--- src/rtl/sub_12bit_serial_pkg.sv ---
// Shared arcade datapath definitions: FSM state encodings and operand/counter widths.
package arcade_defs;

    localparam int unsigned ARC_WIDTH = 12;
    localparam int unsigned ARC_CNT_W = 4;

    typedef enum logic [1:0] {
        IDLE = 2'd0,
        RUN  = 2'd1,
        DONE = 2'd2
    } arc_state_t;

endpackage

--- src/rtl/sub_12bit_serial_fa.sv ---
// One-bit full adder cell shared by the arcade datapath.
module fa (
    input  logic A,
    input  logic B,
    input  logic ci,
    output logic s,
    output logic co
);

    assign s  = A ^ B ^ ci;
    assign co = (A & B) | (ci & (A ^ B));

endmodule

--- src/rtl/sub_12bit_serial.sv ---
// Bit-serial unsigned subtractor: A - B as A + ~B + 1, one fa cell, one bit per clock.
// Optional build macro SUB12_SATURATE_EN clamps diff to zero whenever a borrow occurs.
module sub_12bit_serial
    import arcade_defs::*;
#(
    parameter int unsigned WIDTH = ARC_WIDTH
) (
    input  logic             clk,
    input  logic             rst,
    input  logic             start,
    input  logic [WIDTH-1:0] A,
    input  logic [WIDTH-1:0] B,
    output logic             busy,
    output logic             done,
    output logic [WIDTH:0]   calculate_out
);

    localparam int unsigned CNT_W = ARC_CNT_W;

    arc_state_t       r_state;
    arc_state_t       w_state_next;
    logic             w_busy_next;
    logic             w_done_next;
    logic             w_accept;
    logic             w_last;

    logic [WIDTH-1:0] r_ra;
    logic [WIDTH-1:0] r_rb;
    logic             r_c;
    logic [CNT_W-1:0] r_cnt;
    logic [WIDTH-1:0] r_diff;
    logic [WIDTH:0]   r_calc;
    logic             r_busy;
    logic             r_done;

    logic             w_s;
    logic             w_co;
    logic [WIDTH-1:0] w_diff_next;
    logic [WIDTH-1:0] w_diff_load;

    fa u_fa (
        .A  (r_ra[0]),
        .B  (r_rb[0]),
        .ci (r_c),
        .s  (w_s),
        .co (w_co)
    );

    assign w_accept    = (r_state == IDLE) && start;
    assign w_last      = (r_state == RUN) && (r_cnt == CNT_W'(WIDTH - 1));
    assign w_diff_next = {w_s, r_diff[WIDTH-1:1]};

`ifdef SUB12_SATURATE_EN
    assign w_diff_load = w_co ? w_diff_next : '0;
`else
    assign w_diff_load = w_diff_next;
`endif

    // State register
    always_ff @(posedge clk) begin
        if (rst) begin
            r_state <= IDLE;
        end else begin
            r_state <= w_state_next;
        end
    end

    // Next state and registered-output targets
    always_comb begin
        w_state_next = r_state;
        w_busy_next  = 1'b0;
        w_done_next  = 1'b0;
        case (r_state)
            IDLE:    if (start) w_state_next = RUN;
            RUN:     if (w_last) w_state_next = DONE;
            DONE:    w_state_next = IDLE;
            default: w_state_next = IDLE;
        endcase
        w_busy_next = (w_state_next == RUN) || (w_state_next == DONE);
        w_done_next = (w_state_next == DONE);
    end

    // Serial datapath; the final fa carry-out is the inverted borrow
    always_ff @(posedge clk) begin
        if (rst) begin
            r_ra   <= '0;
            r_rb   <= '0;
            r_c    <= 1'b0;
            r_cnt  <= '0;
            r_diff <= '0;
            r_calc <= '0;
            r_busy <= 1'b0;
            r_done <= 1'b0;
        end else begin
            r_busy <= w_busy_next;
            r_done <= w_done_next;
            if (w_accept) begin
                r_ra   <= A;
                r_rb   <= ~B;
                r_c    <= 1'b1;
                r_cnt  <= '0;
                r_diff <= '0;
            end else if (r_state == RUN) begin
                r_ra   <= {1'b0, r_ra[WIDTH-1:1]};
                r_rb   <= {1'b0, r_rb[WIDTH-1:1]};
                r_c    <= w_co;
                r_cnt  <= r_cnt + CNT_W'(1);
                r_diff <= w_diff_next;
            end
            if (w_last) begin
                r_calc <= {~w_co, w_diff_load};
            end
        end
    end

    assign busy          = r_busy;
    assign done          = r_done;
    assign calculate_out = r_calc;

endmodule

--- config.mk ---
export PLATFORM = sky130hd
export DESIGN_NAME = sub_12bit_serial
export DESIGN_NICKNAME = d
export VERILOG_FILES = /design/src/rtl/sub_12bit_serial_pkg.sv /design/src/rtl/sub_12bit_serial_fa.sv /design/src/rtl/sub_12bit_serial.sv
export SDC_FILE = /design/constraint.sdc
export NUM_CORES = 1
export LEC_CHECK = 0
export ABC_AREA = 0
export BUFFER_PORTS_ARGS = -buffer_cell sky130_fd_sc_hd__buf_4
export CAP_MARGIN = 5
export CORE_AREA = 5 5 75 77
export DETAILED_ROUTE_END_ITERATION = 8
export DIE_AREA = 0 0 80 82
export GPL_TIMING_DRIVEN = 0
export PLACE_DENSITY = 0.7
export RECOVER_POWER = 50
export SYNTH_ARGS = -nofsm -noshare
export SYNTH_HDL_FRONTEND = slang
export SYNTH_SLANG_ARGS = --single-unit
--- constraint.sdc ---
create_clock -name clk -period 4.78 [get_ports clk]
set_clock_uncertainty 0.15 [all_clocks]
set_input_delay 0.478 -clock clk [delete_from_list [all_inputs] [get_ports clk]]
set_output_delay 0.478 -clock clk [all_outputs]
set_load 0.02 [all_outputs]
==> After elaboration in Yosys (flattened, before gate mapping) <==
Cells that the tools add are included.
{ "word_totals": {"regBits": 58, "latchBits": 0, "ramBits": 0, "romBits": 0, "input_bits": 27, "output_inout_bits": 15, "elab_cells": 36, "memories": 0} }
{ "op_classes": {"add_sub_neg": 1, "mul": 0, "n_div": 0, "magnitude_cmp": 0, "n_eq_ne": 4, "n_shift": 0, "mux": 9, "n_bitwise": 7, "n_reduce_logical": 6} }
{ "op_table": {"columns": ["cell", "n"], "rows": [
  ["12-bit 2-to-1 mux", 4],
  ["12-bit NOT", 1],
  ["4-bit by 1-bit adder with 4-bit output, second input constant", 1],
  ["2-bit by 1-bit equality test with 1-bit output, second input constant", 2],
  ["4-bit equality test, second input constant", 1],
  ["2-bit 2-to-1 mux", 2],
  ["2-bit case mux with 2 select lines", 1],
  ["1-bit bitwise AND", 2],
  ["2-bit equality test, second input constant", 1],
  ["1-bit logical AND", 2],
  ["2-bit logical NOT", 1],
  ["1-bit 2-to-1 mux", 2],
  ["2-bit nonzero test", 1],
  ["2-bit OR reduction", 1],
  ["1-bit XOR", 2],
  ["1-bit logical OR", 1],
  ["1-bit NOT", 1],
  ["1-bit bitwise OR", 1]
]} }

==> Logic depth before layout (Yosys ltp) <==
{ "logic_depth": {"ltp_word": 6, "ltp_mapped": 6, "mapped_depth_nobuf": 5} }

==> By module <==
From an unflattened synthesis, not the netlist that was laid out.
{ "hier_totals": {"hier_cells": 253, "area_unflattened_um2": 2267.2} }
{ "by_module_without_submodules": {"columns": ["mod", "n_inst", "cells_per_inst", "area_per_inst_um2", "seq_area_each_um2"], "rows": [
  ["sub_12bit_serial", 1, 252, 2247.2, 1141.1],
  ["fa", 1, 1, 20.0, 0.0]
]} }

==> Least setup slack after synthesis <==
No wires, ideal clock.
{ "synth_path": {"kind": "reg-to-reg", "start": "reg r_state[1]", "end": "reg r_busy, in the netlist busy", "setup_time_ns": 0.128, "t_arrival_ns": 1.228, "t_required_ns": 4.502, "path_slack_ns": 3.274, "stages_incl_launch_ff": 6, "path_buffers": 1, "synth_period_minus_slack_ns": 1.506, "path_cell_list": "dfxtp_1 > nand2b_4 > clkbuf_1 > nor2_1 > ha_1 > nor2_1"} }
{ "synth_via": {"elab_chain_len": 6, "elab_cells_between_ends": 9, "cone_classes": "eq/ne (3); mux (3); reduce/logical (3)"} }
{ "synth_lines": {"columns": ["item", "line", "text"], "rows": [
  ["start, declared", "sub_12bit_serial.sv:20", "arc_state_t r_state;"],
  ["start signal, assigned", "sub_12bit_serial.sv:64", "r_state <= w_state_next;"],
  ["2-bit by 1-bit equality test with 1-bit output", "sub_12bit_serial.sv:50, sub_12bit_serial.sv:73", null],
  ["1-bit logical AND", "sub_12bit_serial.sv:50", "assign w_last = (r_state == RUN) && (r_cnt == CNT_W'(WIDTH - 1));"],
  ["2-bit 2-to-1 mux", "sub_12bit_serial.sv:75", "RUN: if (w_last) w_state_next = DONE;"],
  ["2-bit case mux with 2 select lines (*)", "sub_12bit_serial.sv:73", "case (r_state)"],
  ["named net w_state_next[1]", "sub_12bit_serial.sv:21", "arc_state_t w_state_next;"],
  ["2-bit by 1-bit equality test with 1-bit output or 2-bit equality test (tied branches)", "sub_12bit_serial.sv:79", "w_busy_next = (w_state_next == RUN) || (w_state_next == DONE);"],
  ["1-bit logical OR (*)", "sub_12bit_serial.sv:79", null],
  ["end signal, assigned", "sub_12bit_serial.sv:95", "r_busy <= w_busy_next;"],
  ["end, declared", "sub_12bit_serial.sv:33", "logic r_busy;"]
]} }
The timed path passes the listed nets; every way through them passes the cells marked *.
A chain may end at the register's enable or synchronous reset.

==> Worst setup path after layout <==
{ "layout_path": {"start": "reg r_state[0]", "end": "reg r_ra[10]"} }
{ "layout_via": {"elab_chain_len": 3, "elab_cells_between_ends": 5, "cone_classes": "eq/ne (1); mux (1); reduce/logical (3)"} }
{ "layout_lines": {"columns": ["item", "line", "text"], "rows": [
  ["2-bit logical NOT", "sub_12bit_serial.sv:49", "assign w_accept = (r_state == IDLE) && start;"],
  ["1-bit logical AND", "sub_12bit_serial.sv:49", null],
  ["12-bit 2-to-1 mux or 2-bit nonzero test (tied branches)", null, null],
  ["end signal, assigned", "sub_12bit_serial.sv:104", "r_ra <= {1'b0, r_ra[WIDTH-1:1]};"],
  ["end, declared", "sub_12bit_serial.sv:27", "logic [WIDTH-1:0] r_ra;"]
]} }
Parallel ways exist; a longest one is shown, timed or not.

==> impl_metrics.tcl <==
set metrics [dict create \
    regToRegEndpoint "r_ra[10]" \
    clk_pin_slew_ns 0.06 \
    synth_top_area_cell "dfxtp_1" \
    grt_pass1_vias 1752 \
    cts_max_level 3 \
    nets 333 \
    netlist_top_cells_area "dfxtp_1, a211oi_1, nand2_1, a21oi_1, a22o_1" \
    area_growth_pct 22.5 \
    p_leak_nw 1.07 \
    max-cap-violations 0 \
    slew_viol_final 0 \
    final_cell_mix "dfxtp_1, nand2_1, clkbuf_1, buf_4, nor2_1" \
    period_minus_slack_ns 2.08 \
    layout_commonest_cell "dfxtp_1" \
    holdWs_ns 0.249 \
    grtUsageTotal 0.157 \
    synth_edf_count 0 \
    critical_path_class "flop to flop" \
    drtIter0Drc 66 \
    worstSkewPairLatency_ns 0.32 \
    globalRouteOverflowTotal 0 \
    synth_xor_area_frac 0.00767 \
    slew_headroom 0.644 \
    synth_area_per_cell_sq_um 9.10 \
    vias_per_cell 5.05 \
    postCtsHoldBufs 0 \
    synth_seq_cells 57 \
    ys_seq_area_frac 0.500 \
    cts.sinks 57 \
    cp-start-kind "flop" \
    r2r_slack_ns 2.70 \
    postCtsSetupBuffers 0 \
    hold_class "input pin to flop" \
    status "finished, final reports clean" \
    first_pass_iters 4 \
    synthArstFlopShare 0 \
    rsz0062_at_grt "no" \
    root_buffer "clkbuf_8" \
    cp-end-kind "flop" \
    p_seq_frac 0.474 \
    yosys.area_share.adder 0.0197 \
    worst_r2r_path_depth 5 \
    post-route-util 0.566 \
    vias 1909 \
    synthMuxAreaShare 0 \
    syn_inst 251 \
    grt_first_pass_wirelength_microns 7940 \
    cp_data_arrival_time_ns 2.15 \
    grt_max_degree 11 \
    ys_warn_count 0 \
    combPwrFrac 0.096 \
    powerDensity_nw_per_um2 382 \
    design.core.area_sq_um 4940 \
    synth_top_family_by_area "compound AO/OA/AOI/OAI gates" \
    design.portCount 42 \
    drc 0 \
    die_area_sq_um 6560 \
    synthSimpleGateAreaFrac 0.185 \
    finalSetupViolCount 0 \
    fp.dieH_microns 82 \
    synth_compound_area_frac 0.230 \
    synth_area_sq_um 2280 \
    fin_setup_tns_ns 0 \
    tightest_slew_ns 0.533 \
    yosysTopAreaCellShare 0.500 \
    routedWlPerCell_microns 12.7 \
    place_ws_ns 2.99 \
    drive_gt1_frac 0.169 \
    die_x_microns 80 \
    p_sw_frac 0.227 \
    max-clock-path-buffers 2 \
    fmax_mhz 481 \
    cp.required_ns 4.85 \
    r2r-start "r_state[0]" \
    clkPwrFrac 0.430 \
    diodes 0 \
    peakVddDrop_uv 187 \
    yosysUniqueCellTypes 33 \
    antenna_found_initial 0 \
    cp-startpoint "r_state[0]" \
    power_switching_mw 0.242 \
    finalWirelength_microns 4810 \
    layout_setup_ws_ns 2.70 \
    initial_core_util 0.462 \
    timing.final.hold_violations 0 \
    tritoncts "yes" \
    fin_crit_sh 0.435 \
    cts_buffers 9 \
    worstPathMaxFanout 10 \
    ant_nets 0 \
    post_cts_resized 0 \
    rows 26 \
    crit_end "r_ra[10]" \
    routabilityCongestion 0.744 \
    place_hpwl_microns 3470 \
    synth_ff_type "dfxtp_1" \
    p_int_mw 0.825 \
    syn_nets 281 \
    port_buffers 41 \
]
[layout make-up]
cell class / instances / area (sq um)
Buffer: 19 / 92.6
Multi-Input combinational cell: 169 / 993
Clock inverter: 2 / 35.0
Clock buffer: 14 / 173
Timing Repair Buffer: 41 / 251
Tap cell: 70 / 87.6
Inverter: 6 / 22.5
Sequential cell: 57 / 1140
Fill cell: 494 / 2150
[how the worst min path moves through the flow]
stage               startpoint        end  depth (start not counted)
global placement       r_ra[3]    r_ra[2]                          2
finish                   A[11]   r_ra[11]                          3
floorplan            r_diff[1]  r_diff[1]                          2
CTS                      A[11]   r_ra[11]                          3
global route             A[11]   r_ra[11]                          3
detailed placement     r_ra[3]    r_ra[2]                          2
[synth_stat cells, types with 2 or more instances]
cell type and count:
clkbuf_1 7, dfxtp_1 57, nand3b_1 13, o21ai_0 14, nand2_1 33, ha_1 2
buf_6 2, nor2b_1 2, nor2_1 27, inv_1 6, a21oi_1 24, a22o_1 12
nand3_1 2, a221oi_1 3, buf_2 6, a211oi_1 21, buf_4 4
[state kept, by name (all words and copies together), names as in the netlist]
name / cells
calculate_out: 13
r_ra: 12
r_rb: 12
r_diff: 11
r_cnt: 4
r_state: 2
busy: 1
done: 1
r_c: 1
[worst max-delay path, stage by stage, from the launching register on]
cell,delay (ns)
dfxtp_1,0.30
clkbuf_1,0.21
o21bai_1,0.51
clkbuf_1,0.45
a21oi_1,0.08
a211oi_1,0.28
[logic make-up (layout without fill, tap and decap cells)]
| kind of cell | Yosys count | in the layout |
|---|---|---|
| compound gates | 79 | 79 |
| buf+inv | 25 | 82 |
| flops | 57 | 57 |
| xor+xnor | 2 | 2 |
| fa+ha+maj | 3 | 3 |
| simple gates | 85 | 85 |
[per-layer routing]
| layer | part of all wire | track usage |
|---|---|---|
| met2 | 0.45 | 0.240 |
| met3 | 0.055 | 0.0417 |
| met1 | 0.48 | 0.204 |
| met4 | 0.015 | 0.0811 |
| met5 | 0 | 0 |
[per-stage QoR]
stage | total power, mW | std cells | area [sq um]
after floorplan | 0.586 | 251 | 2280
after global placement | 0.622 | 362 | 2680
after detailed placement | 0.623 | 362 | 2680
after CTS | 1.08 | 378 | 2890
after global routing | 1.11 | 378 | 2800
final | 1.07 | 378 | 2800
[power by group through the flow]
stage          Sequential, mW  Clock, mW  Combinational (mW)
3_5_place_dp            0.516          0               0.108
5_1_grt                 0.508      0.489               0.116
6_report                0.506      0.459               0.102
4_1_cts                 0.506      0.467               0.108
2_1_floorplan           0.514          0              0.0719
3_3_place_gp            0.516          0               0.107
(Power assumes the default switching activity.)
